**config.mk**
```make
export PLATFORM = sky130hd
export DESIGN_NAME = fp32_norm_round_flat
export DESIGN_NICKNAME = d
export VERILOG_FILES = /design/src/rtl/fp_pkg.sv /design/src/rtl/fp32_norm_round_if.sv /design/src/rtl/lza_shift_decode.sv /design/src/rtl/fp32_norm_round.sv /design/src/flat_wrapper.sv
export SDC_FILE = /design/constraint.sdc
export NUM_CORES = 1
export LEC_CHECK = 0
export ABC_AREA = 0
export BUFFER_PORTS_ARGS = -buffer_cell sky130_fd_sc_hd__buf_2
export CAP_MARGIN = 20
export CORE_MARGIN = 2
export CORE_UTILIZATION = 25
export CTS_CLUSTER_DIAMETER = 40
export DETAILED_ROUTE_END_ITERATION = 10
export GPL_ROUTABILITY_DRIVEN = 0
export PLACE_DENSITY = 0.41
export REMOVE_ABC_BUFFERS = 1
export SKIP_CTS_REPAIR_TIMING = 1
export SYNTH_ARGS = -nofsm -noshare
export SYNTH_HDL_FRONTEND = slang
export SYNTH_HIERARCHICAL = 1
export SYNTH_SLANG_ARGS = --single-unit
```
**constraint.sdc**
```tcl
create_clock -name CLK -period 7.25 [get_ports CLK]
set_input_delay 1.45 -clock CLK [delete_from_list [all_inputs] [get_ports CLK]]
set_output_delay 1.45 -clock CLK [all_outputs]
set_load 0.01 [all_outputs]
```
**src/rtl/fp_pkg.sv**
```systemverilog
// fp_pkg: FP32 field constants, flag vector and stage-1 register layout for fp32_norm_round
package fp_pkg;
  localparam int MAG_W = 28;
  localparam int EXP_W = 9;
  localparam int FRAC_W = 23;
  localparam logic [EXP_W-1:0] BIAS = 9'd127;
  localparam logic [EXP_W-1:0] EXP_MAX = 9'd255;
  typedef struct packed {
    logic ovf;
    logic unf;
    logic inx;
  } fp_flags_t;
  typedef struct packed {
    logic sign;
    logic [EXP_W-1:0] e;
    logic [MAG_W-1:0] mag;
    logic sticky1;
    logic zero;
  } s1_reg_t;
endpackage

```
**src/rtl/fp32_norm_round_if.sv**
```systemverilog
// fp32_norm_round_if: IN_* beat (valid/ready, sign, exp, mag, sticky, LZA codes) and OUT_* result (valid/ready, result, flags)
interface fp32_norm_round_if;
  import fp_pkg::*;
  logic IN_VALID, IN_READY, IN_SIGN, IN_STICKY, OUT_VALID, OUT_READY;
  logic [EXP_W-1:0] IN_EXP;
  logic [MAG_W-1:0] IN_MAG;
  logic [3:0] IN_SHIFT2, IN_SHIFT1, IN_SHIFT0;
  logic [31:0] OUT_RESULT;
  fp_flags_t OUT_FLAGS;
  modport master (
    output IN_VALID, IN_SIGN, IN_EXP, IN_MAG, IN_STICKY, IN_SHIFT2, IN_SHIFT1, IN_SHIFT0, OUT_READY,
    input IN_READY, OUT_VALID, OUT_RESULT, OUT_FLAGS
  );
  modport slave (
    input IN_VALID, IN_SIGN, IN_EXP, IN_MAG, IN_STICKY, IN_SHIFT2, IN_SHIFT1, IN_SHIFT0, OUT_READY,
    output IN_READY, OUT_VALID, OUT_RESULT, OUT_FLAGS
  );
endinterface

```
**src/rtl/lza_shift_decode.sv**
```systemverilog
// lza_shift_decode: one-hot LZA codes shift2_i/shift1_i/shift0_i -> predicted left shift l_o (0..31)
module lza_shift_decode (
  input  logic [3:0] shift2_i,
  input  logic [3:0] shift1_i,
  input  logic [3:0] shift0_i,
  output logic [4:0] l_o
);
  logic unused;
  assign unused = ^{shift2_i[3:2], shift2_i[0], shift1_i[0], shift0_i[0]};
  assign l_o = {shift2_i[1], shift1_i[3] | shift1_i[2], shift1_i[3] | shift1_i[1],
                shift0_i[3] | shift0_i[2], shift0_i[3] | shift0_i[1]};
endmodule

```
**src/rtl/fp32_norm_round.sv**
```systemverilog
// fp32_norm_round: 2-stage FP32 normalize/round/pack; ports CLK, RST and the fp32_norm_round_if.slave beat bus
module fp32_norm_round
  import fp_pkg::*;
(
  input logic CLK,
  input logic RST,
  fp32_norm_round_if.slave io
);
  logic [4:0] l, leff;
  logic [EXP_W-1:0] lim, e2, ef;
  logic [MAG_W-1:0] m2;
  logic [24:0] sum;
  logic s1_v_q, s2_v_q, adv2, in_ready, corr, g, r, s, inc, ovf, inx, sub, unused;
  s1_reg_t s1_q, s1_d;
  logic [31:0] res_q, res_d;
  fp_flags_t flg_q, flg_d;
  lza_shift_decode u_lza (.shift2_i(io.IN_SHIFT2), .shift1_i(io.IN_SHIFT1), .shift0_i(io.IN_SHIFT0), .l_o(l));
  assign adv2 = !s2_v_q || io.OUT_READY;
  assign in_ready = !s1_v_q || adv2;
  assign io.IN_READY = in_ready;
  assign io.OUT_VALID = s2_v_q;
  assign io.OUT_RESULT = res_q;
  assign io.OUT_FLAGS = flg_q;
  assign unused = m2[MAG_W-1];
  // Left shift is clamped so E never drops below 1; anything smaller lands as subnormal.
  always_comb begin
    lim = io.IN_EXP - 9'd1;
    leff = ({4'd0, l} > lim) ? lim[4:0] : l;
    s1_d.sign = io.IN_SIGN;
    s1_d.e = io.IN_MAG[MAG_W-1] ? io.IN_EXP + 9'd1 : io.IN_EXP - {4'd0, leff};
    s1_d.mag = io.IN_MAG[MAG_W-1] ? io.IN_MAG >> 1 : io.IN_MAG << leff;
    s1_d.sticky1 = io.IN_STICKY | (io.IN_MAG[MAG_W-1] & io.IN_MAG[0]);
    s1_d.zero = io.IN_MAG == '0 && !io.IN_STICKY;
  end
  // sum[24] is the fraction carry-out (1.0 x 2^(E+1)); sum[23] is the hidden bit, clear means subnormal.
  always_comb begin
    corr = !s1_q.mag[26] && s1_q.mag[25] && s1_q.e > 9'd1;
    m2 = corr ? s1_q.mag << 1 : s1_q.mag;
    e2 = s1_q.e - {8'd0, corr};
    g = m2[2];
    r = m2[1];
    s = m2[0] | s1_q.sticky1;
    inc = g & (r | s | m2[3]);
    sum = {1'b0, m2[26:3]} + {24'd0, inc};
    ef = e2 + {8'd0, sum[24]};
    inx = g | r | s;
    ovf = ef >= EXP_MAX;
    sub = !(sum[24] | sum[23]);
    res_d = s1_q.zero ? {s1_q.sign, 31'd0} :
            ovf ? {s1_q.sign, 8'hFF, 23'd0} :
            {s1_q.sign, sub ? 8'd0 : ef[7:0], sum[FRAC_W-1:0]};
    flg_d = s1_q.zero ? 3'b000 : ovf ? 3'b101 : {1'b0, sub & inx, inx};
  end
  always_ff @(posedge CLK) begin
    if (RST) begin
      s1_v_q <= 1'b0;
      s2_v_q <= 1'b0;
      res_q <= '0;
      flg_q <= '0;
    end else begin
      if (in_ready) s1_v_q <= io.IN_VALID;
      if (adv2) s2_v_q <= s1_v_q;
      if (adv2 && s1_v_q) begin
        res_q <= res_d;
        flg_q <= flg_d;
      end
    end
  end
  always_ff @(posedge CLK) if (io.IN_VALID && in_ready) s1_q <= s1_d;
endmodule

```
**src/flat_wrapper.sv**
```systemverilog
// flat-port wrapper written by rule: the top's interface ports become plain ports
module fp32_norm_round_flat import fp_pkg::*;
  (CLK, RST, io_IN_VALID, io_IN_SIGN, io_IN_EXP, io_IN_MAG, io_IN_STICKY, io_IN_SHIFT2, io_IN_SHIFT1, io_IN_SHIFT0, io_OUT_READY, io_IN_READY, io_OUT_VALID, io_OUT_RESULT, io_OUT_FLAGS);
  fp32_norm_round_if io_i ();
  input logic CLK;
  input logic RST;
  input wire logic [$bits(io_i.IN_VALID)-1:0] io_IN_VALID;
  input wire logic [$bits(io_i.IN_SIGN)-1:0] io_IN_SIGN;
  input wire logic [$bits(io_i.IN_EXP)-1:0] io_IN_EXP;
  input wire logic [$bits(io_i.IN_MAG)-1:0] io_IN_MAG;
  input wire logic [$bits(io_i.IN_STICKY)-1:0] io_IN_STICKY;
  input wire logic [$bits(io_i.IN_SHIFT2)-1:0] io_IN_SHIFT2;
  input wire logic [$bits(io_i.IN_SHIFT1)-1:0] io_IN_SHIFT1;
  input wire logic [$bits(io_i.IN_SHIFT0)-1:0] io_IN_SHIFT0;
  input wire logic [$bits(io_i.OUT_READY)-1:0] io_OUT_READY;
  output wire logic [$bits(io_i.IN_READY)-1:0] io_IN_READY;
  output wire logic [$bits(io_i.OUT_VALID)-1:0] io_OUT_VALID;
  output wire logic [$bits(io_i.OUT_RESULT)-1:0] io_OUT_RESULT;
  output wire logic [$bits(io_i.OUT_FLAGS)-1:0] io_OUT_FLAGS;
  assign io_i.IN_VALID = io_IN_VALID;
  assign io_i.IN_SIGN = io_IN_SIGN;
  assign io_i.IN_EXP = io_IN_EXP;
  assign io_i.IN_MAG = io_IN_MAG;
  assign io_i.IN_STICKY = io_IN_STICKY;
  assign io_i.IN_SHIFT2 = io_IN_SHIFT2;
  assign io_i.IN_SHIFT1 = io_IN_SHIFT1;
  assign io_i.IN_SHIFT0 = io_IN_SHIFT0;
  assign io_i.OUT_READY = io_OUT_READY;
  assign io_IN_READY = io_i.IN_READY;
  assign io_OUT_VALID = io_i.OUT_VALID;
  assign io_OUT_RESULT = io_i.OUT_RESULT;
  assign io_OUT_FLAGS = io_i.OUT_FLAGS;
  fp32_norm_round u_core (.CLK(CLK), .RST(RST), .io(io_i));
endmodule
```
==> results.yml <==
global_routing:
  overflow: 0
  grt_usage_pct: 15.2
  first_global_vias: 6429
  grt_max_degree: 48
  antenna_found_initial: 0
  grt_pass1_wl_um: 36700
routing:
  drt_pass1_iterations: 5
  viasPerCell: 5.16
  first_iter_violations: 503
  drc: 0
  ant_nets: 0
  post_drt_wl_per_cell_um: 17.5
  via_count: 6778
  wirelength_um: 23000
place:
  port_buffers: 86
  dp.cells: 1298
  hpwl_um: 17800
  pre_cts_ws_ns: 0.831
floorplanning:
  die_h_um: 173
  dieArea_um2: 29800
  rows: 61
  die_x_um: 173
  coreArea_um2: 27900
  initial_utilization_pct: 25.5
  io_pins: 92
outcome:
  status: "completed"
layout:
  area_growth_pct: 15.5
  seqCellArea_um2: 1910
  layout.cells.non_filler: 1314
  nets: 1023
  drive_gt1_share_pct: 17.5
  fillCellCount: 3034
  multi_input_area_um2: 4760
  diodes: 0
  final_util_pct: 29.4
sta:
  min_period_ns: 6.39
  finalHoldViolCount: 0
  relSlewSlack_pct: 26.1
  finalSetupViolations: 0
  skew_ns: 0.00972
  period_share_pct: 88.2
  timing.setup.tns_ns: 0
  worstMarginPinSlew_ns: 1.11
  setup_ws_ns: 0.857
  fmax_mhz: 156
  rsz0062_at_grt: "no"
  drv_slew: 0
yosys:
  synth.cell_area_um2: 7120
  synth_warnings: 6
  ys_ff_latch: 76
  netlist_instances: 869
  synthFlopType: "edfxtp_1"
  avgSynthCellArea_um2: 8.19
  yosysSeqAreaShare_pct: 26.9
  async_flop_share_pct: 0
  synth_edf_count: 39
  yosysUniqueCellTypes: 87
setup_path:
  crit_arrival_ns: 6.62
  cp_max_fo: 23
  critPathKind: "flip-flop to flip-flop"
  cp-start-kind: "flip-flop"
  slowest_stage: "a2111oi_0"
  cp-end-kind: "flip-flop"
  required_ns: 7.48
  cp_slowest_stage_delay_ns: 0.61
power:
  power_uw: 1450
  cellLeakagePower_uw: 0.00321
  peakVddDrop_mv: 0.0989
  p_per_area_nw_per_um2: 177
clock_network:
  cts-buffers-inserted: 9
  cts.htree.levels: 3
  cts_tree: "yes"
  numClockSinks: 76
  clk_latency_ns: 0.34
  root_buffer: "clkbuf_16"
  clk_pin_slew_ns: 0.06
  clk_path_buf_depth: 2
job:
  drv_cap: 0
worst_hold_path:
  worstHoldPathType: "flip-flop to flip-flop"
## Yosys cell counts, drive strengths merged, types with 5 or more instances
master   number  share of area [%]
a211oi        7               0.91
a21boi        6               0.63
a21o          5               0.53
a21oi        36                2.6
a22o          9                1.1
a2bb2oi      11                1.4
a311oi       18                2.4
a31oi         5               0.53
a32o         10                1.4
a32oi        30                3.7
and2          7               0.62
and3          7               0.62
buf          18                1.7
clkbuf       45                2.4
dfxtp        37                 10
edfxtp       39                 16
ha           35                6.2
inv          40                2.1
mux2         11                1.8
mux2i        33                4.7
nand2       136                7.2
nand2b        6               0.53
nand3        20                1.4
nand4        19                1.8
nor2         55                2.9
nor2b         8               0.70
nor3         17                1.4
nor4         23                2.0
o211ai        5               0.53
o21ai        35                2.5
o22ai         9               0.79
o31ai         8               0.91
o32ai         5               0.62
or2           6               0.53
xnor2        33                4.1
xor2         16                2.0
## kinds of logic (layout without fill, tap and decap cells)
logic type      Yosys count  count (layout)  synth area share, %
simple gates            318             318                 21.6
compound gates          239             239                 25.7
buf+inv                 105             172                 6.33
flops                    76              76                 26.9
xor+xnor                 49              49                 6.03
mux                      45              45                 6.80
fa+ha+maj                37              37                 6.72
## critical path: cells and delay by family (launching register included)
kind / cells / cell delay [ns]
adders and majority gates: 4 / 0.86
and+or+nand+nor: 12 / 2.28
buffers and inverters: 2 / 0.44
DFF: 1 / 0.42
AOI/OAI and AO/OA: 10 / 2.30
## cell usage in the layout, fill, tap and decap left out, types with 18 or more instances in the layout
cell      netlist  layout
nand2_1       135     135
buf_2           8      86
nor2_1         55      55
edfxtp_1       39      39
inv_1          38      38
dfxtp_1        37      37
ha_1           35      35
a21oi_1        34      34
xnor2_1        33      33
mux2i_1        32      32
a32oi_1        30      30
buf_4           4      28
o21ai_0        27      27
nor4_1         23      23
nand3_1        20      20
nand4_1        18      18
## stage by stage
| stage | instance area (um^2) | hold slack (ns) |
|---|---|---|
| after floorplan | 6820 | 0.453 |
| after global placement | 7940 | 0.440 |
| after detailed placement | 7940 | 0.444 |
| after CTS | 8220 | 0.453 |
| after global routing | 8220 | 0.476 |
| final | 8220 | 0.450 |
## flip-flops by register name (all words and copies together) (netlist names)
name / count
u_core/s1_q: 39
u_core/io.OUT_RESULT: 32
u_core/io.OUT_FLAGS: 3
u_core/io.OUT_VALID: 1
u_core/s1_v_q: 1
## metal layers
metal,share of wire (%),GRT usage [%]
met5,0,0
met4,2.1,5.01
met3,5.0,1.96
met2,42,22.4
met1,51,22.7
## power by group
group / internal (uW) / switching, uW
Sequential: 493 / 33.3
Clock: 240 / 179
Combinational: 198 / 308
Total: 931 / 521
## final cells by class
type	count	area share, %
Sequential cell	76	23.3
Clock buffer	10	2.91
Tap cell	378	5.75
Inverter	42	1.92
Multi-Input combinational cell	688	57.9
Timing Repair Buffer	114	7.79
Clock inverter	6	0.487
## worst paths after layout
path,start,endpoint,slack (ns),depth (start not counted)
min reg2reg,u_core/io.OUT_RESULT[15],u_core/io.OUT_RESULT[15],0.45,2
max,u_core/s1_q[31],u_core/io.OUT_FLAGS[1],0.86,28
min,u_core/io.OUT_RESULT[15],u_core/io.OUT_RESULT[15],0.45,2
max reg2reg,u_core/s1_q[31],u_core/io.OUT_FLAGS[1],0.86,28
No activity file was read; power rests on OpenSTA's default activity.
